==> config.mk <==
export PLATFORM = sky130hd
export DESIGN_NAME = seg7_scan_driver_flat
export DESIGN_NICKNAME = d
export VERILOG_FILES = /design/src/rtl/seg7_scan_driver_if.sv /design/src/rtl/seg7_scan_driver.sv /design/src/flat_wrapper.sv
export SDC_FILE = /design/constraint.sdc
export NUM_CORES = 1
export LEC_CHECK = 0
export CORE_ASPECT_RATIO = 0.75
export CORE_MARGIN = 4
export CORE_UTILIZATION = 30
export CTS_BUF_LIST = sky130_fd_sc_hd__clkbuf_8 sky130_fd_sc_hd__clkbuf_16
export DETAILED_ROUTE_END_ITERATION = 8
export PLACE_DENSITY_LB_ADDON = 0.08
export SYNTH_ARGS = -nofsm -noshare
export SYNTH_HDL_FRONTEND = slang
export SYNTH_SLANG_ARGS = --single-unit
==> constraint.sdc <==
create_clock -name clk -period 3.71 [get_ports clk]
set_input_delay 0.9275 -clock clk [delete_from_list [all_inputs] [get_ports clk]]
set_output_delay 0.9275 -clock clk [all_outputs]
set_load 0.005 [all_outputs]
==> src/rtl/seg7_scan_driver_if.sv <==
// rtl/seg7_scan_driver_if.sv - display-side bundle of the seven-segment scan driver
// Purpose: groups the value/mask inputs and the anode/segment outputs.
// Signals:
//   data    [31:0] hex value, nibble k drives digit k
//   dp_in   [7:0]  decimal point per digit, 1 = lit
//   en_mask [7:0]  per-digit enable, 1 = digit may light
//   an      [7:0]  digit anodes, active-low
//   seg     [6:0]  segments {g,f,e,d,c,b,a}, active-low
//   dp             decimal point, active-low
// Modports: master = value source / display, slave = scan driver.
interface seg7_scan_driver_if;
    logic [31:0] data;
    logic [7:0]  dp_in;
    logic [7:0]  en_mask;
    logic [7:0]  an;
    logic [6:0]  seg;
    logic        dp;

    modport master (
        output data, dp_in, en_mask,
        input  an, seg, dp
    );

    modport slave (
        input  data, dp_in, en_mask,
        output an, seg, dp
    );
endinterface

==> src/rtl/seg7_scan_driver.sv <==
// rtl/seg7_scan_driver.sv - time-multiplexed 8-digit common-anode hex display driver
// Purpose: edge-detects the divided scan_clk in the clk domain, steps a digit
//   index on each rising edge, inserts one blank cycle before every digit and
//   displays a per-frame snapshot of data/dp_in/en_mask.
// Ports:
//   clk       system clock
//   rst_n     asynchronous active-low reset
//   scan_clk  divided clock, sampled as data only
//   bus       seg7_scan_driver_if.slave (data, dp_in, en_mask in; an, seg, dp out)
// Parameters: DIGITS (1..8), SYNC_STAGES (2 or 3)
// Optional macro: SEG7_LEADING_ZERO_BLANK_EN - suppress digits above the
//   highest nonzero nibble of the snapshot (digit 0 always eligible).
module seg7_scan_driver #(
    parameter int DIGITS      = 8,
    parameter int SYNC_STAGES = 2
) (
    input  logic               clk,
    input  logic               rst_n,
    input  logic               scan_clk,
    seg7_scan_driver_if.slave  bus
);
    typedef enum logic {
        BLANK = 1'b0,
        DRIVE = 1'b1
    } phase_t;

    localparam logic [2:0] LAST_IDX = 3'(DIGITS - 1);

    logic [SYNC_STAGES-1:0] r_sync;
    logic                   r_sync_prev;
    logic [2:0]             r_idx;
    logic [31:0]            r_snap_data;
    logic [7:0]             r_snap_dp;
    logic [7:0]             r_snap_mask;
    phase_t                 r_phase;
    logic [7:0]             r_an;
    logic [6:0]             r_seg;
    logic                   r_dp;
`ifdef SEG7_LEADING_ZERO_BLANK_EN
    logic [2:0]             r_top;
`endif

    logic       w_step;
    logic [2:0] w_idx_next;
    logic [3:0] w_nibble;
    logic       w_lit;
    logic [7:0] w_an_drive;

    function automatic logic [6:0] seg_decode(input logic [3:0] nib);
        logic [6:0] s;
        case (nib)
            4'h0: s = 7'h40;
            4'h1: s = 7'h79;
            4'h2: s = 7'h24;
            4'h3: s = 7'h30;
            4'h4: s = 7'h19;
            4'h5: s = 7'h12;
            4'h6: s = 7'h02;
            4'h7: s = 7'h78;
            4'h8: s = 7'h00;
            4'h9: s = 7'h10;
            4'hA: s = 7'h08;
            4'hB: s = 7'h03;
            4'hC: s = 7'h46;
            4'hD: s = 7'h21;
            4'hE: s = 7'h06;
            default: s = 7'h0E;
        endcase
        return s;
    endfunction

`ifdef SEG7_LEADING_ZERO_BLANK_EN
    function automatic logic [2:0] top_nibble(input logic [31:0] d);
        logic [2:0] top;
        top = 3'd0;
        for (int k = 0; k < 8; k++) begin
            if (d[4*k +: 4] != 4'h0) begin
                top = 3'(k);
            end
        end
        return top;
    endfunction
`endif

    // Rising edge of the synchronized scan_clk only; falling edges ignored.
    assign w_step     = r_sync[SYNC_STAGES-1] & ~r_sync_prev;
    assign w_idx_next = (r_idx == LAST_IDX) ? 3'd0 : r_idx + 3'd1;
    assign w_nibble   = r_snap_data[{r_idx, 2'b00} +: 4];

`ifdef SEG7_LEADING_ZERO_BLANK_EN
    assign w_lit = r_snap_mask[r_idx] & (r_idx <= r_top);
`else
    assign w_lit = r_snap_mask[r_idx];
`endif

    always_comb begin
        w_an_drive = 8'hFF;
        if (w_lit) begin
            w_an_drive[r_idx] = 1'b0;
        end
    end

    always_ff @(posedge clk or negedge rst_n) begin
        if (!rst_n) begin
            r_sync      <= '0;
            r_sync_prev <= 1'b0;
            r_idx       <= 3'd0;
            r_snap_data <= 32'h0;
            r_snap_dp   <= 8'h00;
            r_snap_mask <= 8'h00;
            r_phase     <= BLANK;
            r_an        <= 8'hFF;
            r_seg       <= 7'h7F;
            r_dp        <= 1'b1;
`ifdef SEG7_LEADING_ZERO_BLANK_EN
            r_top       <= 3'd0;
`endif
        end else begin
            r_sync      <= {r_sync[SYNC_STAGES-2:0], scan_clk};
            r_sync_prev <= r_sync[SYNC_STAGES-1];
            if (w_step) begin
                // Blank for one cycle on every digit change (ghosting guard).
                r_idx   <= w_idx_next;
                r_phase <= BLANK;
                r_an    <= 8'hFF;
                r_seg   <= 7'h7F;
                r_dp    <= 1'b1;
                // Snapshot at frame start so a frame never mixes two values.
                if (w_idx_next == 3'd0) begin
                    r_snap_data <= bus.data;
                    r_snap_dp   <= bus.dp_in;
                    r_snap_mask <= bus.en_mask;
`ifdef SEG7_LEADING_ZERO_BLANK_EN
                    r_top       <= top_nibble(bus.data);
`endif
                end
            end else if (r_phase == BLANK) begin
                // seg/dp follow the decode even for masked digits.
                r_phase <= DRIVE;
                r_an    <= w_an_drive;
                r_seg   <= seg_decode(w_nibble);
                r_dp    <= ~r_snap_dp[r_idx];
            end
        end
    end

    assign bus.an  = r_an;
    assign bus.seg = r_seg;
    assign bus.dp  = r_dp;
endmodule
==> src/flat_wrapper.sv <==
// flat-port wrapper written by rule: the top's interface ports become plain ports
module seg7_scan_driver_flat 
#(
    parameter int DIGITS      = 8,
    parameter int SYNC_STAGES = 2
)
  (clk, rst_n, scan_clk, bus_data, bus_dp_in, bus_en_mask, bus_an, bus_seg, bus_dp);
  seg7_scan_driver_if bus_i ();
  input  logic clk;
  input  logic rst_n;
  input  logic scan_clk;
  input wire logic [$bits(bus_i.data)-1:0] bus_data;
  input wire logic [$bits(bus_i.dp_in)-1:0] bus_dp_in;
  input wire logic [$bits(bus_i.en_mask)-1:0] bus_en_mask;
  output wire logic [$bits(bus_i.an)-1:0] bus_an;
  output wire logic [$bits(bus_i.seg)-1:0] bus_seg;
  output wire logic [$bits(bus_i.dp)-1:0] bus_dp;
  assign bus_i.data = bus_data;
  assign bus_i.dp_in = bus_dp_in;
  assign bus_i.en_mask = bus_en_mask;
  assign bus_an = bus_i.an;
  assign bus_seg = bus_i.seg;
  assign bus_dp = bus_i.dp;
  seg7_scan_driver #(.DIGITS(DIGITS), .SYNC_STAGES(SYNC_STAGES)) u_core (.clk(clk), .rst_n(rst_n), .scan_clk(scan_clk), .bus(bus_i));
endmodule
# Yosys cells after proc, flatten, opt, wreduce, memory -nomap -nowiden
# Memory sizes are Yosys's and may differ from the RTL's.
# Cells that the tools add are included.
[classes]
bitwise_logic = 4
reduce_logical = 3
magnitude_cmp = 2
shifts = 1
eq_ne = 2
add_sub_neg = 1
mux = 15
[op_table]
columns = ["cell", "n"]
rows = [
  ["32-bit by 6-bit variable part select with 4-bit output", 1],
  ["8-bit two-way mux", 3],
  ["7-bit two-way mux", 2],
  ["8-bit inverter", 1],
  ["1-bit binary-select mux with 3-bit select", 2],
  ["1-bit two-way mux", 6],
  ["3-bit by 4-bit < comparator with 1-bit output, second input constant", 1],
  ["3-bit by 1-bit adder with 3-bit output, second input constant", 1],
  ["1-bit demux with 3-bit select", 1],
  ["3-bit == test, second input constant", 1],
  ["3-bit by 1-bit >= comparator with 1-bit output, second input constant", 1],
  ["3-bit logical NOT", 1],
  ["3-bit two-way mux", 1],
  ["2-bit != test, second input constant", 1],
  ["1-bit inverter", 2],
  ["2-bit AND reduction", 1],
  ["1-bit bitwise AND", 1],
  ["1-bit logical AND", 1],
]
[totals]
in_bits = 51
out_inout_bits = 16
wordCells = 39
ff_bits = 71
memories = 1
romBits = 112
[mem_list]
columns = ["memory", "depth", "width", "rd", "rd_ports_with_merged_regs", "wr", "line", "rtl"]
rows = [
  ["(no name shown)", 16, 7, 1, 0, 0, "seg7_scan_driver.sv:51", "case (nib)"],
]

# Depth between registers and ports, before layout
[logic_depth]
ltp_word = 8
depth_mapped = 10
ltp_nobuf = 8

# Worst setup path after synthesis
# Ideal clock, no wire load.
[synth_path]
path_type = "reg-to-reg"
from = "reg u_core.r_idx[2]"
to = "reg u_core.r_seg[6], in the netlist u_core.bus.seg[6]"
stages_incl_launch_ff = 10
path_buffers = 2
setup_slack_ns = 1.246
setup_ns = 0.083
required_ns = 3.627
arrival_ns = 2.381
period_less_slack_ns = 2.464
cell_sequence = "dfrtp_1 clkbuf_1 buf_2 mux4_2 mux2i_1 inv_1 ha_1 mux2_2 a221oi_1 nor2_1"
[synth_via]
elab_chain_cells = 4
[synth_rtl]
columns = ["element", "line", "rtl"]
rows = [
  ["start: declaration", "seg7_scan_driver.sv:31", "logic [2:0] r_idx;"],
  ["start signal: assignment", "seg7_scan_driver.sv:123", "r_idx <= w_idx_next;"],
  ["32-bit by 6-bit variable part select with 4-bit output", "seg7_scan_driver.sv:88", "assign w_nibble = r_snap_data[{r_idx, 2'b00} +: 4];"],
  ["memory read 16 x 7 bit", "n/a", ""],
  ["7-bit two-way mux", "seg7_scan_driver.sv:137", "end else if (r_phase == BLANK) begin"],
  ["7-bit two-way mux", "seg7_scan_driver.sv:121", "if (w_step) begin"],
  ["end signal: assignment", "seg7_scan_driver.sv:141", "r_seg <= seg_decode(w_nibble);"],
  ["end: declaration", "seg7_scan_driver.sv:37", "logic [6:0] r_seg;"],
]
# No other way between the ends. The select of a mux whose other input is x is not followed.
# A chain may end at the register's enable or synchronous reset.

# Worst setup path in the final report
[layout_path]
from = "reg u_core.r_idx[0]"
to = "reg u_core.r_seg[3], in the netlist u_core.bus.seg[3]"
# Same word-level chain as after synthesis.

==> reports/metrics.cfg <==
[run_status]
status=finished, final reports clean

[worst_setup_path]
required_ns=3.93
crit_buf_inv=0
cp_cell_sequence=mux4_2 > mux2i_4 > mux2_2 > a22oi_1 > nand3_1
end_kind=register
critPathMaxFanout=16
slowest_stage=dfrtp_1
slowest_delay_ns=0.87
cp_num_cells=5
arrival_ns=2.93
rrSetupSlack_ns=0.99
worstRegToRegCells=5
worstSetupPathType=reg -> reg
cp-start-kind=register
critPathTopFamily=multiplexers

[layout]
design_area_um2=4400
layout-drive-gt1-share_pct=33.9
syn2layout_area_growth_pct=31.7
fin_nets=362
diodes=0
fillers=1050

[die]
fp.dieH_um=99.4
start_util_pct=30.6
core-area_um2=10900
die_w_um=130
io_pins=67
num_rows=33
die_area_um2=12900

[power_and_ir_drop]
leakagePower_uw=0.00183
p_per_area_nw_per_um2=811
ir_drop_v=0.000300

[synthesis]
yosysSeqAreaShare_pct=53.8
yosys.area.top_type=dfrtp_1
synth.avg_cell_area_um2=14.2
synth_edf_count=0
ys_seq_elements=71
synth_area_leaders=dfrtp_1 41%, mux2_2 17%, dfstp_2 13%
syn-num-nets=295
synth_flop_cell=dfrtp_1
synth_top_area_share_pct=41.2
synth_cells=235
synth.distinct_cells=35
syn_area_um2=3340
netlist_top_cells_count=55 x dfrtp_1, 51 x mux2_2, 16 x dfstp_2
post-synth-top-count-cell=dfrtp_1
ys.warnings.count=0
synthArstFlopShare_pct=100

[cts]
post_cts_buffers=0
htree_levels=3
numCtsBuffers=9
root_buffer=clkbuf_16
path_clk_slew_ns=0.05
ctsHoldBuffers=0
clockBufferDepth=2
cts_resized=0
clock_latency_ns=0.33
cts_tree=built
clock-sinks=71

[timing]
holdWs_ns=0.352
min_period_ns=2.72
setup_violations=0
rsz0062_at_grt=false
maxSlewHeadroom_pct=46.0
period_share_pct=73.2
clock-skew-final_ns=0.00460
worst_pin_slew_ns=0.810
slew_viol_final=0
hold_violations=0
fmax_mhz=368
finalSetupTns_ns=0

[global_route]
grtUsageTotal_pct=12.5
grt_pass1_wl_um=12200
grt_pass1_vias=2258
grt_overflow=0
antenna_found_initial=0
grt_start_max_net_pins=49

[worst_hold_path]
hp-class=reg -> reg
hold_path_depth=0

[placed_design]
place.gp.congestion=0.760
dpl-instance-area_um2=4120
port_buffers=66
dp_hpwl_um=5090

[drt]
first_pass_iters=4
drc=0
antenna_left=0
wl_per_cell_um=16.1
wl_um=7210
vias=2075
routed_via_density=4.64
drt_iter0_drc=99

[flow_run]
drv_cap=0

flip-flops by register name, summed over array words and instances, names as in the netlist:
| name | cells |
|---|---|
| u_core.bus.seg | 7 |
| u_core.r_phase | 1 |
| u_core.bus.an | 8 |
| u_core.bus.dp | 1 |
| u_core.r_snap_dp | 8 |
| u_core.r_snap_mask | 8 |
| u_core.r_sync_prev | 1 |
| u_core.r_sync | 2 |
| u_core.r_idx | 3 |
| u_core.r_snap_data | 32 |
cells in the final DEF (no fill, tap or decap):
cell,count
a21o_1,1
a21oi_1,9
a221oi_1,1
a22oi_1,2
a22oi_2,1
a31oi_1,3
a32o_1,1
a32oi_1,1
buf_2,1
buf_4,5
clkbuf_16,9
clkbuf_8,2
clkdlybuf4s50_1,65
clkinv_2,2
clkinvlp_4,1
dfrtp_1,55
dfstp_2,16
ha_1,9
inv_1,9
mux2_1,2
mux2_2,51
mux2i_1,8
mux2i_4,2
mux4_2,11
nand2_1,5
nand2b_1,2
nand3_1,3
nor2_1,14
nor2_2,1
nor2b_1,4
nor3_1,2
nor3b_2,2
nor4b_1,1
o211ai_1,3
o21ai_1,1
or3b_1,1
xor2_1,1
area by class of cell:
type / instances / area, um2 / area share (%)
Clock buffer: 11 / 253 / 5.75
Inverter: 7 / 26.3 / 0.598
Timing Repair Buffer: 71 / 693 / 15.8
Multi-Input combinational cell: 142 / 1430 / 32.5
Tap cell: 140 / 175 / 3.98
Sequential cell: 71 / 1800 / 40.9
Clock inverter: 5 / 25.0 / 0.569
path summary, 6_finish.rpt:
kind | startpoint | end
setup / recovery | u_core.r_idx[0]$_DFFE_PN0P_ | u_core.bus.seg[3]$_DFFE_PN1P_
hold / removal | u_core.r_sync[0]$_DFF_PN0_ | u_core.r_sync[1]$_DFF_PN0_
setup reg to reg | u_core.r_idx[0]$_DFFE_PN0P_ | u_core.bus.seg[3]$_DFFE_PN1P_
hold reg to reg | u_core.r_sync[0]$_DFF_PN0_ | u_core.r_sync[1]$_DFF_PN0_
max in group asynchronous | rst_n | u_core.r_snap_data[30]$_DFFE_PN0P_
min in group asynchronous | rst_n | u_core.r_snap_data[17]$_DFFE_PN0P_
report_power, final:
| part | total [uW] | switching [uW] | internal (uW) | leakage, uW |
|---|---|---|---|---|
| combinational | 1430 | 614 | 816 | 0.000842 |
| sequential | 1350 | 225 | 1120 | 0.000844 |
| clock | 789 | 307 | 481 | 0.000144 |
| total | 3560 | 1150 | 2420 | 0.00183 |
logic make-up (layout without fill, tap and decap cells):
family                   count (synthesis)  count (layout)  synth area share [%]
AO/OA/AOI/OAI                           23              23                  4.61
XOR/XNOR                                 1               1                 0.262
adder cells (fa/ha/maj)                  9               9                  3.37
buffers and inverters                   22              94                  3.56
flip-flops                              71              71                  53.8
multiplexers                            74              74                  29.0
AND/OR/NAND/NOR                         35              35                  5.32
worst register-to-register path: cells and delay by family, from the launching register on:
kind	cells	cell delay, ns
multiplexers	3	1.45
flip-flops	1	0.87
AND/OR/NAND/NOR	1	0.10
AO/OA/AOI/OAI	1	0.19
metal layers:
metal / up-vias / GRT usage [%] / part of all wire [%]
met5: - / 0 / 0
met4: 0 / 4.31 / 1.4
met3: 10 / 4.35 / 5.5
met2: 55 / 17.8 / 43
met1: 1020 / 17.7 / 50
li1: 990 / - / -
stage by stage:
| step | util [%] | total power (uW) | setup slack, ns | cells |
|---|---|---|---|---|
| after floorplan | - | 2400 | 1.25 | 235 |
| after global placement | 37.8 | 2820 | 1.03 | 431 |
| after detailed placement | 37.8 | 2800 | 0.997 | 431 |
| after CTS | 40.3 | 3620 | 0.994 | 447 |
| after global routing | 40.3 | 3850 | 0.753 | 447 |
| final | 40.3 | 3560 | 0.995 | 447 |
Power figures use the tool's default switching activity.
